<file path="config.mk">
export PLATFORM = sky130hd
export DESIGN_NAME = led_ctrl
export DESIGN_NICKNAME = d
export VERILOG_FILES = /design/src/rtl/led_ctrl.sv
export SDC_FILE = /design/constraint.sdc
export NUM_CORES = 1
export LEC_CHECK = 0
export CORE_ASPECT_RATIO = 1.75
export CORE_MARGIN = 3
export CORE_UTILIZATION = 60
export CTS_CLUSTER_DIAMETER = 200
export DETAILED_ROUTE_END_ITERATION = 6
export GPL_TIMING_DRIVEN = 1
export HOLD_SLACK_MARGIN = 0.06
export PLACE_DENSITY_LB_ADDON = 0.08
export SLEW_MARGIN = 20
export SYNTH_ARGS = -nofsm -noshare
export SYNTH_HDL_FRONTEND = slang
export SYNTH_SLANG_ARGS = --single-unit
</file>
<file path="constraint.sdc">
create_clock -name clk -period 2.56 [get_ports clk]
set_input_delay 0.256 -clock clk [delete_from_list [all_inputs] [get_ports clk]]
set_output_delay 0.256 -clock clk [all_outputs]
set_load 0.005 [all_outputs]
</file>
<file path="src/rtl/led_ctrl.sv">
// led_ctrl: N-channel LED driver; each channel runs OFF, ON, BLINK or PWM.
// Outputs are registered. Out of reset every channel blinks at DEFAULT_HALF.
module led_ctrl #(
   parameter int          N_LEDS       = 4,
   parameter int          CNT_W        = 32,
   parameter int          PWM_W        = 8,
   parameter int unsigned DEFAULT_HALF = 32'd50_000_000,
   localparam int         SEL_W        = (N_LEDS > 1) ? $clog2(N_LEDS) : 1
) (
   input  logic              clk,
   input  logic              rst_n,
   input  logic              cfg_we,
   input  logic [SEL_W-1:0]  cfg_sel,
   input  logic [1:0]        cfg_mode,
   input  logic [CNT_W-1:0]  cfg_half,
   input  logic [PWM_W-1:0]  cfg_duty,
   input  logic              sync,
   output logic [N_LEDS-1:0] leds,
   output logic [N_LEDS-1:0] toggle
);

   typedef enum logic [1:0] {
      MODE_OFF   = 2'b00,
      MODE_ON    = 2'b01,
      MODE_BLINK = 2'b10,
      MODE_PWM   = 2'b11
   } mode_e;

   mode_e             mode_r  [N_LEDS];
   mode_e             mode_s  [N_LEDS];
   logic [CNT_W-1:0]  half_r  [N_LEDS];
   logic [CNT_W-1:0]  half_s  [N_LEDS];
   logic [CNT_W-1:0]  cnt_r   [N_LEDS];
   logic [CNT_W-1:0]  cnt_s   [N_LEDS];
   logic [PWM_W-1:0]  duty_r  [N_LEDS];
   logic [PWM_W-1:0]  duty_s  [N_LEDS];
   logic [N_LEDS-1:0] phase_r;
   logic [N_LEDS-1:0] phase_s;
   logic [N_LEDS-1:0] leds_r;
   logic [N_LEDS-1:0] leds_s;
   logic [N_LEDS-1:0] toggle_r;
   logic [N_LEDS-1:0] toggle_s;
   logic [PWM_W-1:0]  pwm_cnt_r;
   logic [SEL_W:0]    sel_ext_s;
   logic              cfg_ok_s;

   // Widened select so an out-of-range index is detectable even when N_LEDS is a power of two.
   assign sel_ext_s = {1'b0, cfg_sel};
   assign cfg_ok_s  = cfg_we && (sel_ext_s < (SEL_W+1)'(N_LEDS));

   // Per-channel next state: write beats sync, sync beats counting; LED drive uses current state.
   always_comb begin
      mode_s   = mode_r;
      half_s   = half_r;
      duty_s   = duty_r;
      cnt_s    = cnt_r;
      phase_s  = phase_r;
      leds_s   = {N_LEDS{1'b0}};
      toggle_s = {N_LEDS{1'b0}};
      for (int i = 0; i < N_LEDS; i++) begin
         case (mode_r[i])
            MODE_OFF:   leds_s[i] = 1'b0;
            MODE_ON:    leds_s[i] = 1'b1;
            MODE_BLINK: leds_s[i] = phase_r[i];
            MODE_PWM:   leds_s[i] = (pwm_cnt_r < duty_r[i]);
            default:    leds_s[i] = 1'b0;
         endcase
         if (cfg_ok_s && (sel_ext_s == (SEL_W+1)'(i))) begin
            mode_s[i]  = mode_e'(cfg_mode);
            half_s[i]  = cfg_half;
            duty_s[i]  = cfg_duty;
            cnt_s[i]   = {CNT_W{1'b0}};
            phase_s[i] = 1'b0;
         end else if (sync) begin
            cnt_s[i]   = {CNT_W{1'b0}};
            phase_s[i] = 1'b0;
         end else if (mode_r[i] == MODE_BLINK) begin
            if (cnt_r[i] == half_r[i]) begin
               cnt_s[i]    = {CNT_W{1'b0}};
               phase_s[i]  = ~phase_r[i];
               toggle_s[i] = 1'b1;
            end else begin
               cnt_s[i] = cnt_r[i] + CNT_W'(1);
            end
         end else begin
            cnt_s[i] = {CNT_W{1'b0}};
         end
      end
   end

   // State and output registers.
   always_ff @(posedge clk or negedge rst_n) begin
      if (!rst_n) begin
         for (int i = 0; i < N_LEDS; i++) begin
            mode_r[i] <= MODE_BLINK;
            half_r[i] <= CNT_W'(DEFAULT_HALF);
            duty_r[i] <= {PWM_W{1'b0}};
            cnt_r[i]  <= {CNT_W{1'b0}};
         end
         phase_r   <= {N_LEDS{1'b0}};
         leds_r    <= {N_LEDS{1'b0}};
         toggle_r  <= {N_LEDS{1'b0}};
         pwm_cnt_r <= {PWM_W{1'b0}};
      end else begin
         mode_r    <= mode_s;
         half_r    <= half_s;
         duty_r    <= duty_s;
         cnt_r     <= cnt_s;
         phase_r   <= phase_s;
         leds_r    <= leds_s;
         toggle_r  <= toggle_s;
         pwm_cnt_r <= pwm_cnt_r + PWM_W'(1);
      end
   end

   assign leds   = leds_r;
   assign toggle = toggle_r;

endmodule

</file>
==> results of run 1 <==
layer usage:
metal	up-vias	track usage [%]	part of all wire, %
met2	273	49.2	52
met5	-	0	0
met1	5173	35.5	39
met4	0	12.4	4.8
li1	4849	-	-
met3	81	3.28	4.7
cells in the mapped netlist (all sizes together):
library cell  instances  area (µm²)
and2b                 2        15.0
inv                  40         150
ha                   33         413
mux2                104        1170
nand4                59         384
xnor2               153        1340
nand4b                1        8.76
a21o                 16         120
dfstp                52        1370
nor2                160         603
nand2               181         679
nand2b                8        50.1
mux2i                 1        10.0
buf                  18        88.8
and2                  6        37.5
and4                 13         114
clkbuf               32         121
or3                   3        18.8
a31oi                 4        25.0
and3                 30         188
nand3                48         240
a21oi                12        60.1
nor4b                 1        8.76
nor3                 10        70.1
xor2                102         893
or2                   4        25.0
and3b                 1        8.76
o211ai                2        15.0
nor3b                 1        7.51
nor4                 20         191
o21ai                33         165
dfrtp               264        6610
o31ai                 2        15.0
final cells by class:
class,instances,share of cell area [%]
Clock inverter,9,0.623
Clock buffer,47,5.36
Timing Repair Buffer,79,4.85
Inverter,40,0.869
Tap cell,312,2.26
Multi-Input combinational cell,1010,39.9
Sequential cell,316,46.1
repair_timing:
action,CTS,global route
endpoints found under the setup margin,0,0
hold buffers,1,0
hold endpoints to repair,53,0
state kept, by name, indices dropped and copies added, names as in the netlist:
name       count
cnt_r        128
phase_r        4
pwm_cnt_r      8
leds           4
toggle         4
duty_r        32
mode_r         8
half_r       128
worst reg2reg max path: stages (launching register included):
cell     delay [ns]
dfrtp_1        0.48
ha_1           0.25
nand3_1        0.19
nor4_4         0.46
and2b_1        0.30
and4_1         0.24
xnor2_1        0.15
nor2_2         0.05
final timing paths:
| check | from | to | slack [ns] | cells after the start |
|---|---|---|---|---|
| min | rst_n | cnt_r[39]$_DFF_PN0_ | 0.28 | 2 |
| max reg2reg | cnt_r[32]$_DFF_PN0_ | cnt_r[56]$_DFF_PN0_ | 0.33 | 7 |
| min reg2reg | half_r[44]$_DFFE_PN1P_ | half_r[44]$_DFFE_PN1P_ | 0.47 | 2 |
| min in group clk | cfg_duty[7] | duty_r[15]$_DFFE_PN0P_ | 0.39 | 3 |
| max in group asynchronous | rst_n | half_r[25]$_DFFE_PN1P_ | 1.46 | 3 |
| max | cnt_r[32]$_DFF_PN0_ | cnt_r[56]$_DFF_PN0_ | 0.33 | 7 |
cell families after synthesis:
family	after synthesis
compound gates	69
xor+xnor	255
fa+ha+maj	33
buf+inv	90
flops	316
mux	105
simple gates	548
power breakdown:
| group | switching (W) | internal, W | total [W] | leakage (nW) |
|---|---|---|---|---|
| Clock | 0.00193 | 0.00268 | 0.00461 | 0.504 |
| Sequential | 0.000346 | 0.00560 | 0.00595 | 3.99 |
| Combinational | 0.000767 | 0.000770 | 0.00154 | 2.85 |
| Total | 0.00304 | 0.00906 | 0.0121 | 7.34 |
through the flow:
step	cells	hold WS, ns	total power, W
CTS	1813	0.303	0.0122
finish	1813	0.281	0.0121
global route	1813	0.318	0.0126
detailed placement	1756	0.307	0.00757
global placement	1756	0.307	0.00752
floorplan	1416	-0.0396	0.00693
==> key figures, run 1 <==
Die
  – Core area: 0.0248 mm²
  – # IOs: 56
  – Row cnt: 76
  – Die height: 217 µm
  – Initial Utilization: between 60% and 70%
  – Die Area: 0.0274 mm²
  – Die X: 126 µm

Yosys
  – Fraction of the yosys area taken by sequential cells: 52.4%
  – Xor and xnor area share after synthesis: approximately 15%
  – Unique masters post-synth: 40
  – Synth Area in Adders: 2.71%
  – Post-synthesis mux area share: a little under 8%
  – Synth Area in Compound Gates: ~2.6%
  – Syn_nets: 1,497
  – Post-Syn Area: ~0.015 mm²
  – Yosys warning total: 0
  – Mapped Avg Cell Area: 10.7 µm²
  – #FFs+latches synth: 316
  – Post-Synth Simple-Gate Area: 17.4%
  – Largest family of logic cells by synthesized area: simple AND/OR/NAND/NOR gates
  – Cells after synthesis: 1,416

Clock network
  – CTS Buf Count: 30
  – H-tree levels: 1
  – Post-CTS sizing: 0
  – Worst-path clk slew: 0.07 ns
  – CTS tree: built
  – Clk Latency, worst-skew pair: 0.56 ns
  – Clk sinks: 316
  – Setup repair bufs after CTS: 0
  – Longest Clk Path Bufs: 3
  – Clock tree root buffer cell: clkbuf_16

STA
  – Pins Over Slew Limit: 0
  – Minimum clock period after layout: 2.23 ns
  – Setup tns final: 0 ns
  – Final period utilization: 87.0%
  – Clock skew: 0.00796 ns
  – Final Setup Violations: 0
  – Peak Freq: 449 MHz
  – Setup ws final: 0.332 ns
  – Final hold vios: 0
  – RSZ-0062 raised after global routing: no
  – Worst-Margin Slew: between 0.7 and 0.8 ns
  – Max transition margin: 49.8%

Critical path
  – Data arrival time of the critical path: 2.67 ns
  – Top delay family on crit path: simple AND/OR/NAND/NOR gates
  – CP Capture Type: register
  – Max incr delay on CP: 0.48 ns
  – Slowest library cell on the worst path: dfrtp_1
  – Critical path type: register to register
  – Worst Setup Start Kind: register
  – CP Cell Sequence: ha_1, nand3_1, nor4_4, and2b_1, and4_1, xnor2_1, nor2_2
  – Worst EP required: around 3.0 ns
  – Buf+Inv Stages, Crit Path: 0
  – CP max FO: 6

Global routing
  – Largest net degree at the start of global routing: 78
  – GRT Overall Usage: 28.3%
  – Initial antenna violation count: 0
  – Vias in the first global route: 10.9k
  – Global route overflow: 0
  – First-pass GRT wire length: 60.1 mm

Cells and area
  – Most frequent cells in the layout: dfrtp_1 (264), nand2_1 (181), nor2_1 (158)
  – FF+latch area: 0.00797 mm²
  – Final Util: 69.6%
  – Area of the multi-input gates: 0.00689 mm²
  – Layout cells sized above 1: roughly 17%
  – Commonest non-fill, non-tap cell in the layout: dfrtp_1
  – Area Overhead vs Synth: 13.6%
  – Ant. Diodes: 0
  – Final instance area: 0.0173 mm²
  – Filler cells: 1,916
  – Fin nets: around 1.6k

Placed design
  – PortBufs: 55
  – RePlAce Congestion: 0.832
  – DPL Wire Length: 26.9 mm
  – Setup slack at placement: 0.354 ns
  – Placed instance area: 0.0162 mm²

Outcome
  – Status: finished clean

Route
  – DRT iter0 DRCs: 640
  – DRC viols: 0
  – Routed WL: between 30 and 40 mm
  – Vias per cell: 5.72
  – DR pass1 iterations: 5
  – Routed via count: 10.4k
  – Drt wl/cell: 20.9 µm
  – DRT antenna net count: 0

Power
  – Static Leak: between 7 and 8 nW
  – Pwr Density: 700 mW/mm²
  – Peak supply drop: 0.600 mV

Run
  – Max Cap Viol: 0

Min path
  – Hold Crit Class: input port to async pin
Power figures use the tool's default switching activity.
==> inputs of run 2 (changes only) <==
DONT_BUFFER_PORTS = 1   (was default)
SKIP_LAST_GASP = 1   (was default)
==> key figures, run 2 (synthesized netlist as in run 1, its figures left out) <==
Clock network
  – CTS Buf Count: 30
  – Worst-path clk slew: about 0.060 ns
  – Post-CTS sizing: 0
  – Clk sinks: 316
  – CTS tree: built
  – Longest Clk Path Bufs: 3
  – Clock tree root buffer cell: clkbuf_16
  – H-tree levels: 1
  – Setup repair bufs after CTS: 0
  – Cts hold-fix bufs: 51
  – Clk Latency, worst-skew pair: 0.57 ns

STA
  – Pins Over Slew Limit: 0
  – Fin Hold WS: -0.603 ns
  – Worst-Margin Slew: 0.715 ns
  – Minimum clock period after layout: 2.13 ns
  – Final hold vios: 316
  – Setup tns final: 0 ns
  – Final period utilization: a little over four fifths
  – Peak Freq: 469 MHz
  – Clock skew: 0.0173 ns
  – Max transition margin: 52.4%
  – RSZ-0062 raised after global routing: no
  – Final Setup Violations: 0

Cells and area
  – Top flop regs: cnt_r: 128 flops, half_r: 128 flops, duty_r: 32 flops
  – Final Util: 69.0%
  – Most frequent cells in the layout: dfrtp_1 (264), nand2_1 (181), nor2_1 (158)
  – Layout cells sized above 1: around 16%
  – Area Overhead vs Synth: 12.5%
  – Post-route non-filler standard cell count: 1,806
  – Commonest non-fill, non-tap cell in the layout: dfrtp_1
  – Fin nets: about 1.5k

Route
  – Routed via count: approximately 10k
  – DRT antenna net count: 0
  – Vias per cell: 5.78
  – Routed WL: 38.4 mm
  – Wl on met1: 14.9 mm
  – Met2 routed WL: ~20 mm
  – DR top layer: met5
  – Drt wl/cell: around 21 µm
  – DRT iter0 DRCs: 603
  – DRC viols: 0
  – DR pass1 iterations: 5
  – WL met3: around 1.8 mm

Power
  – Static Leak: ~7.3 nW
  – Peak supply drop: 0.746 mV
  – Pwr Density: 701 mW/mm²

Critical path
  – Max incr delay on CP: approximately 0.42 ns
  – Reg2reg setup slack: 0.43 ns
  – Worst EP required: roughly 3.0 ns
  – CP Capture Type: register
  – Critical path type: register to register
  – Data arrival time of the critical path: 2.57 ns
  – Worst path depth: 7
  – Worst Setup Start Kind: register
  – Worst r2r path cells: 7
  – CP max FO: 32
  – Reg2Reg Capture Point: cnt_r[5]$_DFF_PN0_
  – Slowest library cell on the worst path: dfrtp_1
  – CP Cell Sequence: xor2_1, nor4_1, nand4_1, or2_2, nand4b_1, buf_12, nor2_1
  – Worst r2r src: cnt_r[27]$_DFF_PN0_
  – Top delay family on crit path: simple AND/OR/NAND/NOR gates
  – Buf+Inv Stages, Crit Path: 1

Outcome
  – Violated checks: hold timing
  – Status: complete, but fails checks

Global routing
  – Vias in the first global route: 10.9k
  – Largest net degree at the start of global routing: 317
  – Initial antenna violation count: 7
  – First-pass GRT wire length: 60.4 mm
  – Global route overflow: 0
  – GRT Overall Usage: 28.3%

Die
  – Die X: 126 µm
  – Initial Utilization: between 60% and 70%
  – # IOs: 56
  – Core area: ~0.025 mm²
  – Die Area: 0.0274 mm²
  – Row cnt: 76
  – Die height: 217 µm

Placed design
  – PortBufs: 0
  – DPL Wire Length: 26.0 mm
  – Placed cell count: 1,695
  – RePlAce Congestion: just under 0.9

Min path
  – Hold Crit Class: input port to async pin

Run
  – Max Cap Viol: 0
[run 2: changes by cell type in the layout (fill, tap and decap cells not counted), sizes merged]
cell and change:
dlygate4sd3 +50, bufinv +1, clkinvlp -2, diode +5, buf -7, clkdlybuf4s50 -54
[run 2: how the worst max path moves through the flow]
stage,start,end
CTS,cnt_r[25]$_DFF_PN0_,cnt_r[16]$_DFF_PN0_
global placement,cnt_r[27]$_DFF_PN0_,cnt_r[2]$_DFF_PN0_
detailed placement,cnt_r[27]$_DFF_PN0_,cnt_r[16]$_DFF_PN0_
floorplan,cnt_r[96]$_DFF_PN0_,cnt_r[114]$_DFF_PN0_
finish,cnt_r[27]$_DFF_PN0_,cnt_r[5]$_DFF_PN0_
global route,cnt_r[96]$_DFF_PN0_,cnt_r[120]$_DFF_PN0_
[run 2: routing by layer]
layer,track usage [%],up-vias
met5,0,-
met4,14.1,4
met3,4.02,111
met2,49.3,262
met1,34.1,5217
li1,-,4848
[run 2: layout make-up]
class,instances,area [µm²]
fill,1893,7710
timing repair buffer,68,663
sequential,316,7970
antenna,5,12.5
multi-input combinational,1010,6890
tap,312,390
clock inverter,8,115
clock buffer,47,916
inverter,40,150
[run 2: power breakdown]
group	internal (W)	switching (W)	total (W)
sequential	0.00560	0.000349	0.00595
combinational	0.000721	0.000671	0.00139
clock	0.00274	0.00191	0.00465
[run 2: per-stage QoR]
step	hold slack (ns)	total power (W)	cell area, µm²	worst slack (ns)
final	-0.603	0.0120	17100	0.429
after detailed placement	-0.0292	0.00728	15600	0.459
after global placement	-0.0287	0.00722	15600	0.502
after global routing	-0.621	0.0124	17100	0.258
after CTS	-0.626	0.0121	17100	0.446
after floorplan	-0.0396	0.00693	15200	0.753
[run 2: worst reg2reg max path, cell delays in order (launching register included)]
cell and delay (ns):
dfrtp_1 0.42, xor2_1 0.19, nor4_1 0.42, nand4_1 0.20, or2_2 0.34, nand4b_1 0.16, buf_12 0.20, nor2_1 0.08
==> inputs of run 3 (changes only) <==
CORE_UTILIZATION = 58   (was 60)
clock period = 1.8 ns   (was 2.56 ns; I/O delays follow)
==> key figures, run 3 (synthesized netlist as in run 1, its figures left out) <==
Run
  – Max Cap Viol: 0

STA
  – Minimum clock period after layout: 2.06 ns
  – Peak Freq: roughly 480 MHz
  – Pins Over Slew Limit: 0
  – Worst-Margin Slew: 1.39 ns
  – RSZ-0062 raised after global routing: yes
  – Setup ws final: -0.265 ns
  – Final period utilization: 115%
  – Setup tns final: -15.44 ns
  – Final hold vios: 285
  – Final Setup Violations: between 100 and 150
  – Max transition margin: 7.03%
  – Fin Hold WS: -0.677 ns
  – Clock skew: 0.0292 ns

Placed design
  – DPL Wire Length: 27.0 mm
  – RePlAce Congestion: 0.890
  – PortBufs: 0
  – Setup slack at placement: -0.291 ns

Global routing
  – Vias in the first global route: 11.4k
  – First-pass GRT wire length: between 60 and 70 mm
  – Initial antenna violation count: 4
  – Global route overflow: 0
  – GRT Overall Usage: 28.9%
  – Largest net degree at the start of global routing: around 320

Power
  – Pwr Density: 866 mW/mm²
  – Static Leak: ~8.4 nW
  – Peak supply drop: 1.12 mV

Critical path
  – Worst Setup Start Kind: register
  – Slowest library cell on the worst path: dfstp_2
  – Critical path type: register to register
  – Buf+Inv Stages, Crit Path: 2
  – Data arrival time of the critical path: between 2 and 3 ns
  – Worst EP required: 2.25 ns
  – Max incr delay on CP: 0.56 ns
  – CP Cell Sequence: xnor2_1, nand4_1, nor4_2, nand2_1, nand2_4, buf_6, clkbuf_16, nor2_4
  – Top delay family on crit path: simple AND/OR/NAND/NOR gates
  – CP Capture Type: register
  – CP max FO: 8

Cells and area
  – Layout cells sized above 1: 36.4%
  – Top flop regs: cnt_r: 128 flops, half_r: 128 flops, duty_r: 32 flops
  – Commonest non-fill, non-tap cell in the layout: dfrtp_1
  – Fin nets: 1,713
  – Final Util: 77.9%
  – Area Overhead vs Synth: 30.7%
  – Most frequent cells in the layout: dfrtp_1 (248), nand2_1 (174), buf_4 (159)

Route
  – DRC viols: 0
  – DRT iter0 DRCs: a little over 800
  – Vias per cell: 5.77
  – Routed WL: 44.2 mm
  – Routed via count: roughly 11k
  – DR pass1 iterations: 7
  – DRT antenna net count: 0
  – Drt wl/cell: 22.4 µm

Clock network
  – H-tree levels: 1
  – Clk Latency, worst-skew pair: 0.57 ns
  – Worst-path clk slew: 0.07 ns
  – Clk sinks: 316
  – CTS tree: built
  – Cts hold-fix bufs: between 40 and 50
  – Clock tree root buffer cell: clkbuf_16
  – Longest Clk Path Bufs: 3
  – CTS Buf Count: 29

Die
  – Die Area: 0.0283 mm²
  – Core area: around 0.026 mm²
  – Die height: 220 µm
  – Die X: 128 µm
  – Row cnt: 77
  – Initial Utilization: about three fifths
  – # IOs: 56

Min path
  – Hold Crit Class: input port to async pin

Outcome
  – Violated checks: hold timing, setup timing
  – Status: complete, but fails checks
[run 3: cell count changes in the layout (fill, tap and decap cells not counted), moves of 11 or more]
cell     change
dfrtp_2     +16
buf_4      +144
xnor2_2     +24
xnor2_1     -25
nor2_4      +87
buf_6       +11
xor2_2      +14
dfrtp_1     -16
nor2_1      -91
nor4_1      -12
xor2_1      -14
[run 3: per-layer routing]
layer	vias to the layer above	part of all wire [%]	GRT usage (%)
li1	5156	-	-
met2	356	52	51.7
met3	155	5.2	3.99
met1	5727	36	33.4
met4	0	6.7	14.8
met5	-	0	0
[run 3: area by class of cell]
type                       count  area (µm²)
timing repair buffer         235        2210
clock buffer                  45         846
multi-input combinational   1010        8190
fill                        1575        5650
tap                          316         395
antenna                        4        10.0
inverter                      40         150
sequential                   316        7990
clock inverter                 8        90.1
[run 3: what timing repair did]
action / 4_1_cts / 5_1_grt
cloned: 4 / 6
setup endpoints to repair: 135 / 136
setup buffers: 3 / 25
pin swaps: 24 / 128
endpoints found under the hold margin: 517 / 316
resized for setup: 50 / 271
[run 3: worst paths after layout]
check,slack (ns),depth (start not counted),from,end
setup / recovery,-0.26,8,half_r[116]$_DFFE_PN1P_,cnt_r[125]$_DFF_PN0_
hold / removal,-0.68,0,rst_n,cnt_r[39]$_DFF_PN0_
setup reg to reg,-0.26,8,half_r[116]$_DFFE_PN1P_,cnt_r[125]$_DFF_PN0_
hold reg to reg,0.47,2,half_r[45]$_DFFE_PN1P_,half_r[45]$_DFFE_PN1P_
max in group asynchronous,1.27,0,rst_n,cnt_r[69]$_DFF_PN0_
min in group clk,0.11,3,cfg_sel[1],mode_r[7]$_DFFE_PN1P_
[run 3: worst reg2reg max path, cell delays in order (launching register included)]
cell and delay, ns:
dfstp_2 0.56, xnor2_1 0.16, nand4_1 0.19, nor4_2 0.33, nand2_1 0.19, nand2_4 0.13, buf_6 0.14, clkbuf_16 0.19
nor2_4 0.05
[run 3: report_power, final]
part           switching (W)  total [W]  internal, W
registers           0.000541    0.00851      0.00797
clock network        0.00270    0.00620      0.00350
logic                0.00123    0.00250      0.00127
total                0.00447     0.0172       0.0127
[run 3: metrics by stage]
stage                     cells  instance area, µm²  hold slack, ns  total power [W]
after floorplan            1416               15200          -0.116          0.00986
after global placement     1837               16700          -0.105           0.0103
after detailed placement   1837               16700          -0.104           0.0104
after CTS                  1942               18400          -0.689           0.0169
after global routing       1972               19900          -0.694           0.0179
final                      1974               19900          -0.677           0.0172
